$ cat src/rtl/game_round_ctrl_pkg.sv
// Shared types and constants for the BCD math game round sequencer.
// Holds the FSM state encoding, BCD limits and the player ID width.
package game_round_ctrl_pkg;

    typedef enum logic [2:0] {
        ST_IDLE   = 3'd0,
        ST_LOGGED = 3'd1,
        ST_START  = 3'd2,
        ST_PLAY   = 3'd3,
        ST_TOUT   = 3'd4,
        ST_SCORE  = 3'd5
    } state_t;

    localparam logic [3:0] BCD_MAX     = 4'd9;
    localparam int         PLAYER_ID_W = 5;

    // Two-digit BCD image of a binary value in 0..99.
    function automatic logic [7:0] to_bcd2(input int unsigned v);
        to_bcd2 = {4'(v / 10), 4'(v % 10)};
    endfunction

endpackage

$ cat src/rtl/game_round_ctrl_bcd_down_counter.sv
// Two-digit BCD down counter for the round timer display.
// Loads a BCD value, decrements with borrow, and saturates at 00.
module game_round_ctrl_bcd_down_counter
    import game_round_ctrl_pkg::*;
(
    input  logic       clk,
    input  logic       reset,
    input  logic       load,
    input  logic [7:0] load_val,
    input  logic       dec,
    output logic [3:0] d10,
    output logic [3:0] d1,
    output logic       zero_next
);

    // High when the next decrement lands on 00.
    assign zero_next = (d10 == 4'd0) && (d1 == 4'd1);

    always_ff @(posedge clk or negedge reset) begin
        if (!reset) begin
            d10 <= 4'd0;
            d1  <= 4'd0;
        end else if (load) begin
            d10 <= load_val[7:4];
            d1  <= load_val[3:0];
        end else if (dec) begin
            if (d1 != 4'd0) begin
                d1 <= d1 - 4'd1;
            end else if (d10 != 4'd0) begin
                d1  <= BCD_MAX;
                d10 <= d10 - 4'd1;
            end
        end
    end

endmodule

$ cat src/rtl/game_round_ctrl.sv
// Round sequencer for the BCD math game: login, round timer, and the
// single-cycle datapath strobes driving the ALU and scoring logic.
module game_round_ctrl
    import game_round_ctrl_pkg::*;
#(
    parameter int TICKS_PER_SEC = 50_000_000,
    parameter int ROUND_SECS    = 30,
    parameter int NUM_PLAYERS   = 32,
    parameter int SCORE_LAT     = 4
) (
    input  logic                   clk,
    input  logic                   reset,
    input  logic                   login_req,
    input  logic [PLAYER_ID_W-1:0] login_id,
    input  logic                   logout_req,
    input  logic                   start_btn,
    input  logic                   enter_btn,
    input  logic [3:0]             digit_in,
    output logic                   Logged_In,
    output logic [PLAYER_ID_W-1:0] playerID,
    output logic                   Game_Start,
    output logic                   Load_Input,
    output logic [3:0]             Player_Input,
    output logic                   Timeout,
    output logic [3:0]             sec_D10,
    output logic [3:0]             sec_D1,
    output logic                   busy,
    output logic [2:0]             state_dbg
);

    localparam int PW    = (TICKS_PER_SEC > 1) ? $clog2(TICKS_PER_SEC) : 1;
    localparam int SW    = (SCORE_LAT > 1) ? $clog2(SCORE_LAT) : 1;
    localparam int ID_W1 = PLAYER_ID_W + 1;

    localparam logic [PW-1:0]    PRESC_LAST = PW'(TICKS_PER_SEC - 1);
    localparam logic [SW-1:0]    SCORE_LAST = SW'(SCORE_LAT - 1);
    localparam logic [7:0]       ROUND_BCD  = to_bcd2(ROUND_SECS);
    localparam logic [ID_W1-1:0] ID_LIMIT   = ID_W1'(NUM_PLAYERS);

    state_t            state;
    state_t            state_next;
    logic [PW-1:0]     presc;
    logic [SW-1:0]     score_cnt;
    logic              presc_wrap;
    logic              id_ok;
    logic              digit_ok;
    logic              accept_digit;
    logic              cnt_load;
    logic              cnt_dec;
    logic              zero_next;

    // Strobe contract: Game_Start, Load_Input and Timeout are registered
    // one-cycle pulses with no back-pressure; Player_Input is valid while
    // Load_Input is high and is held until the next accepted digit.
    assign presc_wrap = (presc == PRESC_LAST);
    assign id_ok      = ({1'b0, login_id} < ID_LIMIT);
    assign digit_ok   = (digit_in <= BCD_MAX);
    assign busy       = (state == ST_START) || (state == ST_PLAY) ||
                        (state == ST_TOUT)  || (state == ST_SCORE);
    assign state_dbg  = state;

    always_comb begin
        state_next   = state;
        accept_digit = 1'b0;
        cnt_load     = 1'b0;
        cnt_dec      = 1'b0;
        case (state)
            ST_IDLE: begin
                if (login_req && id_ok) state_next = ST_LOGGED;
            end
            ST_LOGGED: begin
                if (logout_req)     state_next = ST_IDLE;
                else if (start_btn) state_next = ST_START;
            end
            ST_START: begin
                cnt_load   = 1'b1;
                state_next = ST_PLAY;
            end
            ST_PLAY: begin
                cnt_dec = presc_wrap;
                // An enter on the expiry edge loses to the timeout.
                if (presc_wrap && zero_next) state_next = ST_TOUT;
                else                         accept_digit = enter_btn && digit_ok;
            end
            ST_TOUT: begin
                state_next = ST_SCORE;
            end
            ST_SCORE: begin
                if (score_cnt == SCORE_LAST) state_next = ST_LOGGED;
            end
            default: begin
                state_next = ST_IDLE;
            end
        endcase
    end

    always_ff @(posedge clk or negedge reset) begin
        if (!reset) state <= ST_IDLE;
        else        state <= state_next;
    end

    always_ff @(posedge clk or negedge reset) begin
        if (!reset) begin
            Logged_In    <= 1'b0;
            playerID     <= '0;
            Game_Start   <= 1'b0;
            Load_Input   <= 1'b0;
            Player_Input <= 4'd0;
            Timeout      <= 1'b0;
            presc        <= '0;
            score_cnt    <= '0;
        end else begin
            Game_Start <= (state_next == ST_START);
            Timeout    <= (state_next == ST_TOUT);
            Load_Input <= accept_digit;
            if (accept_digit) Player_Input <= digit_in;

            if (state == ST_IDLE && state_next == ST_LOGGED) begin
                Logged_In <= 1'b1;
                playerID  <= login_id;
            end else if (state == ST_LOGGED && state_next == ST_IDLE) begin
                Logged_In <= 1'b0;
                playerID  <= '0;
            end

            if (state == ST_PLAY) presc <= presc_wrap ? '0 : presc + 1'b1;
            else                  presc <= '0;

            if (state == ST_SCORE) score_cnt <= score_cnt + 1'b1;
            else                   score_cnt <= '0;
        end
    end

    game_round_ctrl_bcd_down_counter u_secs (
        .clk       (clk),
        .reset     (reset),
        .load      (cnt_load),
        .load_val  (ROUND_BCD),
        .dec       (cnt_dec),
        .d10       (sec_D10),
        .d1        (sec_D1),
        .zero_next (zero_next)
    );

endmodule

$ cat config.mk
export PLATFORM = sky130hd
export DESIGN_NAME = game_round_ctrl
export DESIGN_NICKNAME = d
export VERILOG_FILES = /design/src/rtl/game_round_ctrl_pkg.sv /design/src/rtl/game_round_ctrl_bcd_down_counter.sv /design/src/rtl/game_round_ctrl.sv
export SDC_FILE = /design/constraint.sdc
export NUM_CORES = 1
export LEC_CHECK = 0
export BUFFER_PORTS_ARGS = -buffer_cell sky130_fd_sc_hd__buf_4
export CAP_MARGIN = 10
export CELL_PAD_IN_SITES_DETAIL_PLACEMENT = 2
export CELL_PAD_IN_SITES_GLOBAL_PLACEMENT = 2
export CORE_UTILIZATION = 39
export CTS_CLUSTER_SIZE = 12
export DETAILED_ROUTE_END_ITERATION = 8
export PLACE_DENSITY = 0.89
export SYNTH_ARGS = -nofsm -noshare
export SYNTH_HDL_FRONTEND = slang
export SYNTH_SLANG_ARGS = --single-unit
$ cat constraint.sdc
create_clock -name clk -period 2.95 [get_ports clk]
set_input_delay 0.1475 -clock clk [delete_from_list [all_inputs] [get_ports clk]]
set_output_delay 0.1475 -clock clk [all_outputs]
set_load 0.01 [all_outputs]
=== Yosys cells after proc, flatten, opt, wreduce, memory -nomap -nowiden ===
Index checks and enable logic that the tools add are counted.

* Equality and inequality tests: 12
* Reduce and logical (&&, ||, !) cells: 19
* Add/subtract/negate cells: 4
* Muxes and demuxes: 25
* $lt $le $gt $ge: 1

{| class="wikitable"
|+ Operator list
! cell !! count
|-
| $mux W26 || 2
|-
| $mux W4 || 8
|-
| $add A26 B1 Y26 const B || 1
|-
| $eq A26 B26 Y1 const B || 1
|-
| $pmux W3 S6 || 1
|-
| $mux W3 || 5
|-
| $mux W5 || 2
|-
| $eq A3 B2 Y1 const B || 3
|-
| $eq A3 B3 Y1 const B || 3
|-
| $reduce_bool A4 Y1 || 2
|-
| $sub A4 B1 Y4 const B || 2
|-
| $eq A3 B1 Y1 const B || 2
|-
| $logic_not A3 Y1 || 2
|-
| $mux W1 || 6
|-
| $reduce_bool A2 Y1 || 3
|-
| $logic_and A1 B1 Y1 || 5
|-
| $eq A4 B1 Y1 const B || 1
|-
| $le A4 B4 Y1 const B || 1
|-
| $logic_not A4 Y1 || 1
|-
| $logic_or A1 B1 Y1 || 3
|-
| $reduce_and A3 Y1 || 1
|-
| $reduce_bool A3 Y1 || 1
|-
| $add A2 B1 Y2 const B || 1
|-
| $eq A2 B2 Y1 const B || 1
|-
| 3 further kinds || 3
|}

* Input port bits: 15
* Register bits: 52
* Output and inout port bits: 25
* Logic and storage cells: 72

=== Longest topological paths before layout ===
Gate-level depths: netlist of run 1.

* Word-level depth: 9
* Mapped depth: 7
* Mapped depth without buffers: 7

=== Cells and area by module ===
From an unflattened synthesis of run 1, not the netlist that was laid out.

* Cells, all modules: 274
* Area total of the unflattened synthesis: 2728.9 um2

{| class="wikitable"
|+ Modules (own cells, without submodules)
! module !! area each (um2) !! cells an instance !! sequential area each (um2) !! times used
|-
| game_round_ctrl || 2222.1 || 219 || 1101.1 || 1
|-
| game_round_ctrl_bcd_down_counter || 506.7 || 55 || 200.2 || 1
|}

=== Least setup slack after synthesis of run 1 ===
OpenSTA, ideal clock, no wires.

* Kind: register to register
* Start point: register presc[0]
* End point: register Player_Input[0]
* Path slack: 1020 ps
* Required time: 2825 ps
* Library setup time: 125 ps
* Clock period less this slack: 1930 ps
* Cell stages (with the launch flop): 7
* Data arrival time: 1805 ps
* Buffers on the path: 0
* Cells stage by stage: dfrtp_1 > ha_1 > nand3_2 > or3_4 > nor3_2 > a211oi_4 > mux2_4

* Word-level cells in the longest chain between the ends: 4

{| class="wikitable"
|+ RTL lines
! element !! RTL line !! source
|-
| from (decl) || game_round_ctrl.sv:42 || <nowiki>logic [PW-1:0] presc;</nowiki>
|-
| from (signal assigned) || game_round_ctrl.sv:126 || <nowiki>if (state == ST_PLAY) presc <= presc_wrap ? '0 : presc + 1'b1;</nowiki>
|-
| $eq A26 B26 Y1 || game_round_ctrl.sv:55 || <nowiki>assign presc_wrap = (presc == PRESC_LAST);</nowiki>
|-
| $logic_and A1 B1 Y1 || game_round_ctrl.sv:82 || <nowiki>if (presc_wrap && zero_next) state_next = ST_TOUT;</nowiki>
|-
| $mux W1 || game_round_ctrl.sv:82 ||
|-
| $mux W1 || game_round_ctrl.sv:67 || <nowiki>case (state)</nowiki>
|-
| net accept_digit || game_round_ctrl.sv:47 || <nowiki>logic accept_digit;</nowiki>
|-
| to (signal assigned) || game_round_ctrl.sv:116 || <nowiki>if (accept_digit) Player_Input <= digit_in;</nowiki>
|-
| to (decl) || game_round_ctrl.sv:23 || <nowiki>output logic [3:0] Player_Input,</nowiki>
|}

The timed path passes the listed nets, and every way through them passes these cells.
A chain may end at the register's enable or synchronous reset.

=== Final worst setup path of run 1 ===
* Start point: register u_secs.d1[1]
* End point: register u_secs.d10[1]

* Word-level cells in the longest chain between the ends: 3

{| class="wikitable"
|+ RTL lines
! element !! RTL line !! source
|-
| from (decl) || game_round_ctrl_bcd_down_counter.sv:12 || <nowiki>output logic [3:0] d1,</nowiki>
|-
| from (signal assigned) || game_round_ctrl_bcd_down_counter.sv:25 || <nowiki>d1 <= load_val[3:0];</nowiki>
|-
| from (signal assigned) || game_round_ctrl_bcd_down_counter.sv:28 || <nowiki>d1 <= d1 - 4'd1;</nowiki>
|-
| $reduce_bool A4 Y1 || game_round_ctrl_bcd_down_counter.sv:27 || <nowiki>if (d1 != 4'd0) begin</nowiki>
|-
| $ne A2 B2 Y1 (no source line) || - ||
|-
| $reduce_and A3 Y1 (no source line) || - ||
|-
| to (signal assigned) || game_round_ctrl_bcd_down_counter.sv:24 || <nowiki>d10 <= load_val[7:4];</nowiki>
|-
| to (signal assigned) || game_round_ctrl_bcd_down_counter.sv:31 || <nowiki>d10 <= d10 - 4'd1;</nowiki>
|-
| to (decl) || game_round_ctrl_bcd_down_counter.sv:11 || <nowiki>output logic [3:0] d10,</nowiki>
|}

Every way passes these cells.

==> results of run 1 <==
-- flip-flops by register name, indices dropped and copies added (netlist names) --
name          count
Load_Input        1
Logged_In         1
Timeout           1
score_cnt         2
presc            26
u_secs.d1         4
u_secs.d10        4
state_dbg         3
Game_Start        1
playerID          5
Player_Input      4
-- area by class of cell --
class | count | area (um2) | share of cell area
timing repair buffer | 41 | 310.3 | 0.09437
sequential | 52 | 1301 | 0.3957
tap | 96 | 120.1 | 0.03653
multi-input combinational | 208 | 1408 | 0.4281
clock inverter | 3 | 27.53 | 0.008371
inverter | 14 | 52.55 | 0.01598
clock buffer | 5 | 68.82 | 0.02093
-- report_power, final --
| part | switching [uW] | total [uW] | leakage [uW] | internal (uW) |
|---|---|---|---|---|
| Sequential | 5.40 | 726 | 0.000682 | 721 |
| Clock | 267 | 442 | 0.0000463 | 175 |
| Combinational | 34.0 | 69.7 | 0.000856 | 35.7 |
| Total | 307 | 1240 | 0.00158 | 931 |
-- cells in the final DEF, fill, tap and decap left out, types with 2 or more instances in the layout --
| master | synthesis | layout |
|---|---|---|
| a211oi_1 | 2 | 2 |
| a21o_1 | 5 | 5 |
| a21oi_1 | 6 | 6 |
| and3_1 | 4 | 4 |
| and4_1 | 3 | 3 |
| buf_4 | 0 | 40 |
| clkbuf_8 | 0 | 5 |
| dfrtp_1 | 52 | 52 |
| ha_1 | 8 | 8 |
| inv_1 | 14 | 14 |
| mux2_4 | 3 | 3 |
| mux2i_1 | 6 | 6 |
| nand2_1 | 20 | 20 |
| nand2_2 | 2 | 2 |
| nand2b_1 | 3 | 3 |
| nand3_1 | 12 | 12 |
| nand3_2 | 2 | 2 |
| nand4_1 | 10 | 10 |
| nor2_1 | 45 | 45 |
| nor3_1 | 10 | 10 |
| nor3b_1 | 2 | 2 |
| nor4_1 | 3 | 3 |
| nor4_4 | 2 | 2 |
| o211ai_1 | 3 | 3 |
| o21a_1 | 2 | 2 |
| o21ai_0 | 2 | 2 |
| o21ai_1 | 2 | 2 |
| o31ai_1 | 2 | 2 |
| xnor2_1 | 11 | 11 |
| xor2_1 | 14 | 14 |
-- cells by family (layout without fill, tap and decap cells) --
family | count (synthesis) | after routing | share of synthesized area
adder cells (fa/ha/maj) | 8 | 8 | 0.03592
buffers and inverters | 20 | 63 | 0.02784
AO/OA/AOI/OAI | 33 | 33 | 0.08756
flip-flops | 52 | 52 | 0.4670
XOR/XNOR | 25 | 25 | 0.07858
AND/OR/NAND/NOR | 133 | 133 | 0.2654
multiplexers | 9 | 9 | 0.03772
-- stage by stage --
stage | setup WS (ns) | instance area [um2] | util | total power (uW)
2_1_floorplan | 1.020 | 2786 | - | 760.8
3_3_place_gp | 0.8740 | 3182 | 0.4658 | 806.6
3_5_place_dp | 0.7572 | 3182 | 0.4658 | 810.9
4_1_cts | 0.7036 | 3288 | 0.4813 | 1258
5_1_grt | 0.5173 | 3288 | 0.4813 | 1289
6_report | 0.7031 | 3288 | 0.4813 | 1238
-- critical path, cell delays in order (launching register included) --
cell and delay, ns:
dfrtp_1 0.46, inv_1 0.13, ha_1 0.27, nor3b_1 0.39
nand3_1 0.19, nor4_4 0.36, mux2i_1 0.13, or2_1 0.22
-- per-layer routing --
metal / vias to the layer above / wire length, um
li1: 1066 / -
met1: 1173 / 3669
met4: 0 / 114
met5: - / 0
met2: 39 / 4353
met3: 13 / 207
-- worst paths after layout --
check	endpoint	slack [ns]	from	cells past startpoint
max in group asynchronous	u_secs.d10[0]	2.07	reset	2
worst max-delay path	u_secs.d10[1]	0.70	u_secs.d1[1]	7
min in group asynchronous	presc[3]	0.39	reset	2
worst max register to register	u_secs.d10[1]	0.70	u_secs.d1[1]	7
worst min-delay path	Player_Input[0]	0.06	digit_in[0]	2
worst min register to register	score_cnt[0]	0.49	score_cnt[0]	1
==> flow_metrics.py, run 1 <==
metrics = {
    "worst_setup_path": {
        "end_kind": "flip-flop",
        "cp-start-kind": "flip-flop",
        "critPathRequiredTime_ns": 3.16,
        "cp_max_fo": 6,
        "crit_type": "reg -> reg",
        "critPathArrivalTime_ns": 2.46,
    },
    "finish": {
        "nFillCells": 741,
        "nets": 345,
        "drive_above_1_share": 0.2012,
        "area_growth_pct": 18.01,
        "layoutNonFillerInstCount": 419,
        "num_antenna_cells": 0,
    },
    "global_routing": {
        "grt_usage": 0.2386,
        "grt_pass1_wl_um": 13480,
        "use_met2": 0.4257,
        "busiest_layer": "met2",
        "grt_max_degree": 53,
        "use_met3": 0.04000,
        "grt_pass1_vias": 2532,
        "antenna_found_initial": 0,
        "grtUsageMet1": 0.2962,
        "gr-total-overflow": 0,
    },
    "floorplanning": {
        "die_area_um2": 7487,
        "start_util": 0.4079,
        "die_h_um": 86.53,
        "ios": 40,
        "rows": 30,
        "die_w_um": 86.53,
        "core_um2": 6832,
    },
    "clock_network": {
        "clkLatencyLatePin_ns": 0.33,
        "cts.clk_slew.worst_paths_ns": 0.11,
        "cts_setup_buffers": 0,
        "cts_resized": 0,
        "cts_tree": "done",
        "cts_sinks": 52,
        "ctsHtreeMaxLevel": 2,
        "cts_buffers": 5,
        "ctsHoldBuffers": 1,
        "cts_buffer_depth": 2,
        "clockRootBuffer": "clkbuf_8",
    },
    "min_path": {
        "hp-class": "in -> reg",
    },
    "routing": {
        "post_drt_wl_per_cell_um": 19.91,
        "drtPass1Iterations": 4,
        "ant_nets": 0,
        "drtIter0Drc": 56,
        "drt_drc_violations_left": 0,
        "via_per_inst": 5.468,
        "vias": 2291,
        "wirelength_um": 8344,
    },
    "power_and_ir_drop": {
        "p_leak_uw": 0.001584,
        "power_density_nw_per_um2": 376.5,
        "irDropWorstVdd_mv": 0.1541,
    },
    "placement": {
        "portBuffers": 39,
        "dp_hpwl_um": 5887,
        "gp_congestion": 0.7853,
        "dp.cells": 410,
    },
    "timing": {
        "fin_skew_ns": 0.01257,
        "slew_headroom": 0.5334,
        "grt_setup_unrepaired": "no",
        "drv_slew": 0,
        "fin_tns_setup_ns": 0,
        "hold_viol": 0,
        "setup_viol": 0,
        "tightest_slew_ns": 0.6935,
        "max_freq_mhz": 445.1,
        "fin_crit_ns": 2.247,
        "fin_crit_sh": 0.7617,
        "fin_hold_ws_ns": 0.05773,
    },
    "logic_synthesis": {
        "synth_area_um2": 2786,
        "synth.ff_latch_count": 52,
        "yosys.area.top_type": "dfrtp_1",
        "yosys_warnings": 0,
        "ys.flop_type": "dfrtp_1",
        "avgSynthCellArea_um2": 9.952,
        "synth_top_area_share": 0.4670,
        "netlist_top_cells_area": "dfrtp_1, nor2_1, xor2_1",
        "synthTopCellsByCount": "dfrtp_1, nor2_1, nand2_1",
        "synth_edf_count": 0,
        "ys_seq_area_frac": 0.4670,
        "synth_cell_types": 54,
        "synth_nets": 303,
        "async_flop_share": 1.000,
        "yosysMostFrequentCell": "dfrtp_1",
        "syn_inst": 280,
    },
    "outcome": {
        "status": "completed",
    },
    "flow_run": {
        "maxCapViolCount": 0,
    },
}
Note: power is estimated with default switching activity, not from simulation.
==> run 2, diff against run 1 <==
--- a/config.mk
+++ b/config.mk
@@ -5,14 +5,15 @@
 export SDC_FILE = /design/constraint.sdc
 export NUM_CORES = 1
 export LEC_CHECK = 0
+export ABC_AREA = 1
 export BUFFER_PORTS_ARGS = -buffer_cell sky130_fd_sc_hd__buf_4
 export CAP_MARGIN = 10
 export CELL_PAD_IN_SITES_DETAIL_PLACEMENT = 2
 export CELL_PAD_IN_SITES_GLOBAL_PLACEMENT = 2
-export CORE_UTILIZATION = 39
+export CORE_UTILIZATION = 30
 export CTS_CLUSTER_SIZE = 12
 export DETAILED_ROUTE_END_ITERATION = 8
-export PLACE_DENSITY = 0.89
+export PLACE_DENSITY = 0.78
 export SYNTH_ARGS = -nofsm -noshare
 export SYNTH_HDL_FRONTEND = slang
 export SYNTH_SLANG_ARGS = --single-unit
==> constraint.sdc (replaced) <==
create_clock -name clk -period 2 [get_ports clk]
set_input_delay 0.1 -clock clk [delete_from_list [all_inputs] [get_ports clk]]
set_output_delay 0.1 -clock clk [all_outputs]
set_load 0.01 [all_outputs]
==> run 2 against run 1 <==
Net effect:
- critical endpoint is now u_secs.d10[0]
- first-iteration DRC count rose by 8.9%
- highest routed layer unchanged
- die area increased by 31%
- power grew to 3.2 times the previous value
==> flow_metrics.py, run 2 <==
metrics = {
    "global_routing": {
        "grt_usage": 0.1793,
        "grt_pass1_wl_um": 13820,
        "gr-total-overflow": 0,
        "grt_pass1_vias": 2804,
        "grt_max_degree": 53,
        "antenna_found_initial": 0,
    },
    "routing": {
        "post_drt_wl_per_cell_um": 16.26,
        "m1WireLength_um": 3744,
        "met2WireLength_um": 4529,
        "drtPass1Iterations": 6,
        "ant_nets": 0,
        "drtIter0Drc": 61,
        "dr_wl_met3_um": 180,
        "drt_drc_violations_left": 0,
        "top_layer_used": "met4",
        "wirelength_um": 8551,
        "via_per_inst": 4.962,
        "vias": 2610,
    },
    "floorplanning": {
        "rows": 35,
        "ios": 40,
        "die_area_um2": 9801,
        "start_util": 0.3069,
        "die_h_um": 99,
        "core_um2": 9196,
        "die_w_um": 99,
    },
    "worst_setup_path": {
        "cp_max_fo": 6,
        "crit_family": "simple AND/OR/NAND/NOR gates",
        "r2r_slack_ns": 0.06,
        "cp_num_buf_inv": 0,
        "r2r_end": "u_secs.d10[0]",
        "r2r_cells": 10,
        "path_depth": 10,
        "end_kind": "flip-flop",
        "crit_slowest_cell": "dfrtp_1",
        "crit_start": "presc[0]",
        "endpoint": "u_secs.d10[0]",
        "path_cells": "ha_2 -> nand2_2 -> nor2_4 -> nand2_2 -> nor2_4 -> nand2_2 -> o21ai_4 -> nand2_4 -> nor2_4 -> o21ai_1",
        "critPathRequiredTime_ns": 2.21,
        "worstReg2RegStart": "presc[0]",
        "crit_type": "reg -> reg",
        "critPathArrivalTime_ns": 2.15,
        "cp-start-kind": "flip-flop",
        "slowest_delay_ns": 0.39,
    },
    "power_and_ir_drop": {
        "design_power_total_uw": 4002,
        "irDropWorstVdd_mv": 0.5188,
        "p_leak_uw": 0.001795,
        "power_density_nw_per_um2": 1096,
    },
    "finish": {
        "layout_commonest_cell": "nand2_1",
        "ff_latch_area_um2": 1301,
        "num_antenna_cells": 0,
        "multi_input_area_um2": 1404,
        "drive_above_1_share": 0.2843,
        "final_cell_mix": "nand2_1, buf_4, dfrtp_1, inv_1, nor2_1",
        "nFillCells": 1063,
        "nets": 437,
        "top_regs": "presc: 26 flops, playerID: 5 flops",
        "area_growth_pct": 29.39,
        "largest_reg_flops": 26,
        "regMostFlops": "presc",
    },
    "logic_synthesis": {
        "yosysMostFrequentCell": "nand2_1",
        "yosys_warnings": 0,
        "netlist_top_cells_area": "dfrtp_1, nand2_1, inv_1",
        "synth_area_um2": 2823,
        "synth_nets": 367,
        "yosys.area.top_type": "dfrtp_1",
        "synthTopCellsByCount": "nand2_1, dfrtp_1, inv_1",
        "synth.ff_latch_count": 52,
        "avgSynthCellArea_um2": 8.206,
        "synth_cell_types": 40,
        "synth_edf_count": 0,
        "synth_top_area_share": 0.4610,
        "async_flop_share": 1.000,
        "ys.flop_type": "dfrtp_1",
        "syn_inst": 344,
        "ys_seq_area_frac": 0.4610,
    },
    "min_path": {
        "hp-class": "in -> reg",
    },
    "placement": {
        "dp_hpwl_um": 6197,
        "gp_congestion": 0.7637,
        "portBuffers": 39,
    },
    "timing": {
        "hold_viol": 0,
        "tightest_slew_ns": 0.7052,
        "setup_viol": 0,
        "grt_setup_unrepaired": "yes",
        "fin_tns_setup_ns": 0,
        "drv_slew": 0,
        "slew_headroom": 0.5299,
        "max_freq_mhz": 515.5,
        "fin_skew_ns": 0.004071,
        "fin_crit_sh": 0.9699,
        "fin_crit_ns": 1.940,
    },
    "clock_network": {
        "clkLatencyLatePin_ns": 0.31,
        "cts_sinks": 52,
        "cts_buffer_depth": 2,
        "ctsHtreeMaxLevel": 2,
        "cts.clk_slew.worst_paths_ns": 0.10,
        "cts_buffers": 5,
        "clockRootBuffer": "clkbuf_8",
        "cts_tree": "done",
    },
    "outcome": {
        "status": "completed",
    },
    "flow_run": {
        "maxCapViolCount": 0,
    },
}
run 2: report_power, final:
group | internal (uW) | leakage, uW | switching, uW | total, uW
Sequential | 1260 | 0.000693 | 206 | 1470
Clock | 245 | 0.0000479 | 378 | 623
Combinational | 771 | 0.00105 | 1140 | 1910
Total | 2280 | 0.00179 | 1720 | 4000
run 2: logic make-up (layout without fill, tap and decap cells):
kind of cell,Yosys count,in the layout,synth area share
buf+inv,58,129,0.08067
flops,52,52,0.4610
simple gates,173,173,0.3019
fa+ha+maj,8,8,0.03546
xor+xnor,6,6,0.01862
compound gates,47,47,0.1024
run 2: worst min-delay path by stage:
stage,start,endpoint,cells after the start
after floorplan,reset,Game_Start,0
after global placement,reset,presc[12],1
after detailed placement,reset,presc[12],1
after CTS,digit_in[2],Player_Input[2],3
after global routing,digit_in[3],Player_Input[3],3
final,digit_in[1],Player_Input[1],3
run 2: what timing repair did:
action                     CTS  global route
setup endpoints to repair    0            30
gates resized for setup      0            25
setup buffers                0             7
hold buffers                 7             0
hold endpoints to repair    58             0
run 2: metal layers:
metal  vias to the layer above  GRT usage
li1                       1254          -
met1                      1314     0.2213
met2                        33     0.3244
met3                         9    0.02766
met4                         0    0.04707
met5                         -          0
run 2: final cells by class:
cell class	count	share of cell area
clock inverters	3	0.005139
inverters	56	0.05892
well taps	111	0.03803
multi-input cells	234	0.3844
clock buffers	5	0.01884
flip-flops and latches	52	0.3563
repair buffers	65	0.1384
run 2: worst min-delay path, delay by kind of cell:
kind | cells | cell delay, ns
AO/OA/AOI/OAI | 1 | 0.12
buffers and inverters | 2 | 0.12
run 2: through the flow:
stage | utilization | setup WS (ns) | instance area [um2] | cells | hold WS [ns]
6_report | 0.3971 | 0.06011 | 3652 | 526 | 0.05315
3_5_place_dp | 0.3623 | 0.03879 | 3332 | 504 | 0.2012
5_1_grt | 0.3971 | -0.1142 | 3652 | 526 | 0.06160
3_3_place_gp | 0.3623 | 0.1383 | 3332 | 504 | 0.1958
4_1_cts | 0.3795 | 0.01498 | 3490 | 519 | 0.04621
2_1_floorplan | - | 0.2907 | 2823 | 344 | -0.1956
